### src/rtl/core_pkg.sv
// Shared constants for the 3-stage core: datapath width, reset/bubble values
// and the writeback-select encoding.
package core_pkg;
    localparam int          XLEN     = 32;
    localparam logic [31:0] RESET_PC = 32'h0000_0000;
    localparam logic [31:0] NOP_INST = 32'h0000_0013;
    localparam int          CNT_W    = 16;

    localparam logic [1:0] WB_ALU  = 2'b00;
    localparam logic [1:0] WB_LOAD = 2'b01;
    localparam logic [1:0] WB_PC4  = 2'b10;
endpackage

### src/rtl/sat_counter.sv
// Saturating up-counter for debug event statistics; sticks at all-ones.
module sat_counter #(
    parameter int CNT_W = 16
) (
    input  logic             clk,
    input  logic             rst,
    input  logic             inc,
    output logic [CNT_W-1:0] count
);
    localparam logic [CNT_W-1:0] CNT_MAX = {CNT_W{1'b1}};
    localparam logic [CNT_W-1:0] CNT_ONE = {{(CNT_W-1){1'b0}}, 1'b1};

    logic [CNT_W-1:0] count_r;

    // Count qualifying cycles, holding at the maximum instead of wrapping
    always_ff @(posedge clk) begin
        if (rst) begin
            count_r <= {CNT_W{1'b0}};
        end else if (inc && (count_r != CNT_MAX)) begin
            count_r <= count_r + CNT_ONE;
        end else begin
            count_r <= count_r;
        end
    end

    assign count = count_r;
endmodule

### src/rtl/fetch_decode_pipe.sv
// Fetch PC, fetch->decode/execute and execute->writeback pipeline registers
// with operand forwarding muxes and stall/flush debug counters.
module fetch_decode_pipe
    import core_pkg::*;
#(
    parameter int          XLEN     = core_pkg::XLEN,
    parameter logic [XLEN-1:0] RESET_PC = core_pkg::RESET_PC,
    parameter logic [31:0] NOP_INST = core_pkg::NOP_INST,
    parameter int          CNT_W    = core_pkg::CNT_W
) (
    input  logic             clk,
    input  logic             rst,
    input  logic             stall_f,
    input  logic             stall_d,
    input  logic             flush_d,
    input  logic             br_taken,
    input  logic [XLEN-1:0]  br_target,
    input  logic [31:0]      imem_rdata,
    output logic [XLEN-1:0]  pc_f,
    output logic [31:0]      inst_d,
    output logic [XLEN-1:0]  pc_d,
    output logic             valid_d,
    input  logic [XLEN-1:0]  rf_rdata1,
    input  logic [XLEN-1:0]  rf_rdata2,
    input  logic             forward_ae,
    input  logic             forward_be,
    output logic [XLEN-1:0]  op_a,
    output logic [XLEN-1:0]  op_b,
    input  logic [XLEN-1:0]  result_e,
    input  logic [4:0]       waddr_e,
    input  logic             reg_wr_e,
    input  logic [1:0]       wb_sel_e,
    output logic [XLEN-1:0]  wb_data,
    output logic [4:0]       wb_waddr,
    output logic             wb_reg_wr,
    output logic [1:0]       wb_sel_m,
    output logic [CNT_W-1:0] stall_cnt,
    output logic [CNT_W-1:0] flush_cnt
);
    localparam logic [XLEN-1:0] PC_STEP = XLEN'(32'd4);

    logic [XLEN-1:0] pc_f_r;
    logic [31:0]     inst_d_r;
    logic [XLEN-1:0] pc_d_r;
    logic            valid_d_r;
    logic [XLEN-1:0] wb_data_r;
    logic [4:0]      wb_waddr_r;
    logic            wb_reg_wr_r;
    logic [1:0]      wb_sel_m_r;

    // Fetch PC: a taken branch beats a fetch stall since that slot is flushed anyway
    always_ff @(posedge clk) begin
        if (rst) begin
            pc_f_r <= RESET_PC;
        end else if (br_taken) begin
            pc_f_r <= br_target;
        end else if (stall_f) begin
            pc_f_r <= pc_f_r;
        end else begin
            pc_f_r <= pc_f_r + PC_STEP;
        end
    end

    // Decode/execute register: flush inserts a bubble even while stalled
    always_ff @(posedge clk) begin
        if (rst || flush_d) begin
            inst_d_r  <= NOP_INST;
            pc_d_r    <= {XLEN{1'b0}};
            valid_d_r <= 1'b0;
        end else if (stall_d) begin
            inst_d_r  <= inst_d_r;
            pc_d_r    <= pc_d_r;
            valid_d_r <= valid_d_r;
        end else begin
            inst_d_r  <= imem_rdata;
            pc_d_r    <= pc_f_r;
            valid_d_r <= 1'b1;
        end
    end

    // Writeback register: bubbles and x0 targets never raise a write/forward source
    always_ff @(posedge clk) begin
        if (rst) begin
            wb_data_r   <= {XLEN{1'b0}};
            wb_waddr_r  <= 5'd0;
            wb_reg_wr_r <= 1'b0;
            wb_sel_m_r  <= WB_ALU;
        end else begin
            wb_data_r   <= result_e;
            wb_waddr_r  <= waddr_e;
            wb_reg_wr_r <= reg_wr_e & valid_d_r & (waddr_e != 5'd0);
            wb_sel_m_r  <= wb_sel_e;
        end
    end

    sat_counter #(.CNT_W(CNT_W)) u_stall_cnt (
        .clk   (clk),
        .rst   (rst),
        .inc   (stall_d),
        .count (stall_cnt)
    );

    sat_counter #(.CNT_W(CNT_W)) u_flush_cnt (
        .clk   (clk),
        .rst   (rst),
        .inc   (flush_d),
        .count (flush_cnt)
    );

    assign pc_f      = pc_f_r;
    assign inst_d    = inst_d_r;
    assign pc_d      = pc_d_r;
    assign valid_d   = valid_d_r;
    assign wb_data   = wb_data_r;
    assign wb_waddr  = wb_waddr_r;
    assign wb_reg_wr = wb_reg_wr_r;
    assign wb_sel_m  = wb_sel_m_r;

    assign op_a = forward_ae ? wb_data_r : rf_rdata1;
    assign op_b = forward_be ? wb_data_r : rf_rdata2;
endmodule
### config.mk
export PLATFORM = sky130hd
export DESIGN_NAME = fetch_decode_pipe
export DESIGN_NICKNAME = d
export VERILOG_FILES = /design/src/rtl/core_pkg.sv /design/src/rtl/sat_counter.sv /design/src/rtl/fetch_decode_pipe.sv
export SDC_FILE = /design/constraint.sdc
export NUM_CORES = 1
export LEC_CHECK = 0
export BUFFER_PORTS_ARGS = -buffer_cell sky130_fd_sc_hd__buf_4
export CAP_MARGIN = 20
export CORE_AREA = 3 3 156 158
export DETAILED_ROUTE_END_ITERATION = 8
export DIE_AREA = 0 0 159 161
export MAX_ROUTING_LAYER = met4
export PLACE_DENSITY = 0.65
export SLEW_MARGIN = 20
export SYNTH_ARGS = -nofsm -noshare
export SYNTH_HDL_FRONTEND = slang
export SYNTH_SLANG_ARGS = --single-unit
### constraint.sdc
create_clock -name clk -period 1.8 [get_ports clk]
set_input_delay 0.09 -clock clk [delete_from_list [all_inputs] [get_ports clk]]
set_output_delay 0.09 -clock clk [all_outputs]
set_load 0.02 [all_outputs]
==> qor.log <==
qor: status.status finished clean
qor: layout.final_net_count 1537
qor: synth.synth.cell_area 7840 um2
qor: worst_setup_path.timing.critical_path.from_type flop
qor: synth.post_synth_fa_ha_maj_area_fraction 0.479%
qor: worst_setup_path.regToRegSetupSlack 0.02 ns
qor: worst_setup_path.cp-end-kind flop
qor: cts.clk_transition_reported_paths 0.07 ns
qor: drt.remaining_drc_errors 0
qor: worst_setup_path.crit_buf_inv 1
qor: synth.post-synth-top-count-cell dfxtp_1
qor: drt.route.detailed.vias_per_inst 4.92
qor: grt.grt_pass1_wl 46.2 mm
qor: worst_setup_path.timing_worst_setup_path_type reg2reg
qor: timing.worst_slew_margin_relative_to_its_limit 52.5%
qor: drt.firstDrtPassIters 4
qor: synth.post_synth_num_cell_types 60
qor: cts.cts_root_buf clkbuf_16
qor: timing.setup_repair_after_global_routing_missed_its_margin yes
qor: worst_hold_path.min_to pc_f[21]
qor: drt.post_drt_wl_per_cell 18.1 um
qor: synth.proportion_of_netlist_area_held_by_the_largest_area_contributor 43.1%
qor: worst_setup_path.path_cells and4_4 > nand4_4 > clkbuf_16 > o41a_1 > a2111oi_1
qor: grt.grt_overflow_total 0
qor: cts.cts.path.max_buffers 2
qor: job.maxCapViolations 0
qor: synth.ys.warnings.count 0
qor: synth.yosys.area_share.simple 22.3%
qor: timing.timing.final.hold_violations 0
qor: synth.number_of_enable_type_register_cells_in_the_synthesized_netlist 0
qor: worst_hold_path.worstHoldPathCells 2
qor: placement.place.port_buffers 408
qor: layout.layout-area-overhead-vs-synth 71.2%
qor: synth.yosys.area_share.xor_xnor 1.23%
qor: floorplanning.initial_core_util 33.7%
qor: synth.avgSynthCellArea 9.63 um2
qor: timing.period_share 98.8%
qor: worst_setup_path.crit_fanout 4
qor: cts.cts_tree done
qor: worst_setup_path.r2r_end pc_f[24]
qor: worst_hold_path.hold_start rst
qor: worst_hold_path.worst_hold_path_type in2reg
qor: synth.postSynth.topFlopCell dfxtp_1
qor: timing.timing_max_transition_violations_final 0
qor: timing.skew 0.0130 ns
qor: synth.synth-seq-cells 169
qor: synth.proportion_of_synthesized_flip_flops_having_asynchronous_set_or_reset 0%
qor: worst_setup_path.cpPeakStageDelay 0.39 ns
qor: floorplanning.die_width 159 um
qor: layout.multiInputGateArea 4240 um2
qor: timing.tightestPinTransition 0.712 ns
qor: floorplanning.core_area 23300 um2
qor: floorplanning.die-height 161 um
qor: synth.syn_inst 814
qor: grt.largest_net_degree_at_the_start_of_global_routing 81
qor: worst_setup_path.critical_path.top_delay_family compound AO/OA/AOI/OAI gates
qor: synth.synthesized_netlist_net_count 993
qor: layout.nFillCells 2051
qor: grt.grt_antenna_before_repair 0
qor: drt.wl 30.5 mm
qor: synth.synth_top_cell_by_area dfxtp_1
qor: synth.compound_gate_portion_of_the_synthesized_area 8.49%
qor: synth.synth.mux.area_fraction 19.9%
qor: power.pwr_density_cell 725 nW/um2
qor: layout.ff_latch_area 3430 um2
qor: placement.gp_congestion 0.878
qor: synth.yosys-top-cells-count dfxtp_1, nor2_1, mux2i_1
qor: worst_setup_path.worst_ep_arrival_time 2.08 ns
qor: timing.timing.fmax 562 MHz
qor: synth.synth_sequential_area_ratio 43.1%
qor: worst_setup_path.crit-reg2reg-launch pc_f[9]
qor: floorplanning.fp-row-count 56
qor: power.p_total 9.74 mW
qor: grt.grt.total_usage 23.1%
qor: grt.grt_pass1_vias 8191
qor: drt.detail-route-antenna-nets 0
qor: layout.drive_gt1_share 45.4%
qor: power.ir_drop 0.523 mV
qor: drt.drt-initial-drc-count 386
qor: timing.clock_period_minus_final_worst_setup_slack 1.78 ns
qor: synth.yosys-top-cells-area dfxtp_1, mux2i_1, mux2_2, nor2_1, nor2b_1
qor: cts.cts.sinks 169
qor: worst_setup_path.crit_slowest_cell o41a_1
qor: floorplanning.die_area 25600 um2
qor: worst_setup_path.critPathRequiredTime 2.10 ns
qor: power.p_leak 6.08 nW
qor: timing.setup-violations-final 0
qor: layout.insertedDiodeCount 0
qor: floorplanning.ios 409
qor: cts.clock_latency 0.43 ns
qor: cts.cts_buffers 17
qor: synth.synth_top_family_by_area simple AND/OR/NAND/NOR gates
qor: timing.hold-worst-slack 0.0229 ns
qor: placement.dp.final_hpwl 22.3 mm
qor: drt.vias 8308
qor: cts.ctsHtreeMaxLevel 4
qor: worst_setup_path.reg2reg_depth 5
[per-stage QoR]
stage | cell area (um2) | TNS [ns] | utilization (%) | setup WS [ns] | instances
2_1_floorplan | 7910 | -0.0817 | - | -0.0409 | 814
3_3_place_gp | 11600 | -0.0111 | 49.8 | -0.0111 | 1547
3_5_place_dp | 11600 | -0.0426 | 49.8 | -0.0426 | 1547
4_1_cts | 13200 | 0 | 56.9 | 0.0287 | 1684
5_1_grt | 13400 | -0.0944 | 57.7 | -0.0551 | 1690
6_report | 13400 | 0 | 57.7 | 0.0217 | 1690
[metal layers]
| metal | GRT usage [%] | share of wire [%] |
|---|---|---|
| met1 | 27.3 | 42 |
| met2 | 38.8 | 50 |
| met3 | 6.26 | 6.3 |
| met4 | 6.53 | 2.1 |
| met5 | - | 0 |
[cells by family after synthesis]
family          after synthesis
buf+inv                      70
compound gates               91
xor+xnor                     11
flops                       169
mux                         146
simple gates                324
fa+ha+maj                     3
[sequential cells by signal (all words and copies together), names as in the netlist]
signal,flops
wb_reg_wr,1
u_flush_cnt.count,16
pc_d,32
valid_d,1
pc_f,32
wb_sel_m,2
u_stall_cnt.count,16
wb_data,32
inst_d,32
wb_waddr,5
[worst max-delay path by stage]
| stage | startpoint | to | slack, ns | depth (start not counted) |
|---|---|---|---|---|
| after detailed placement | u_stall_cnt.count[0] | u_stall_cnt.count[11] | -0.04 | 6 |
| after global placement | u_stall_cnt.count[0] | u_stall_cnt.count[11] | -0.01 | 6 |
| after floorplan | pc_f[20] | pc_f[27] | -0.04 | 6 |
| after global routing | pc_f[22] | pc_f[25] | -0.06 | 5 |
| after CTS | u_stall_cnt.count[9] | u_stall_cnt.count[12] | 0.03 | 4 |
| final | pc_f[9] | pc_f[24] | 0.02 | 5 |
[cell type report]
class	instances	area share, %
repair buffers	580	35.0
multi-input cells	575	31.6
flip-flops and latches	169	25.5
clock buffers	17	3.17
well taps	319	2.97
clock inverters	15	1.33
inverters	15	0.419
[repair_timing]
action | in CTS | in global routing
setup endpoints to repair | 1 | 16
resized for setup | 2 | 25
hold endpoints to repair | 101 | 0
gates cloned | 0 | 2
pin swaps | 0 | 8
hold buffers | 105 | 0
setup buffers | 0 | 4
[cells in the final DEF (no fill, tap or decap), types with 20 or more instances in the layout]
master         instances
a21oi_1               24
mux2i_1               69
dfxtp_2               26
nand4_1               22
nor2b_1               55
nand2_1               30
mux2_2                57
mux2_1                20
dlygate4sd3_1        105
dfxtp_1              140
buf_4                469
nor2_1               112
[power by group]
part / internal [mW] / switching (mW)
sequential: 3.89 / 0.116
clock: 1.88 / 1.84
combinational: 1.05 / 0.964
total: 6.82 / 2.92
No activity file was read; power rests on OpenSTA's default activity.
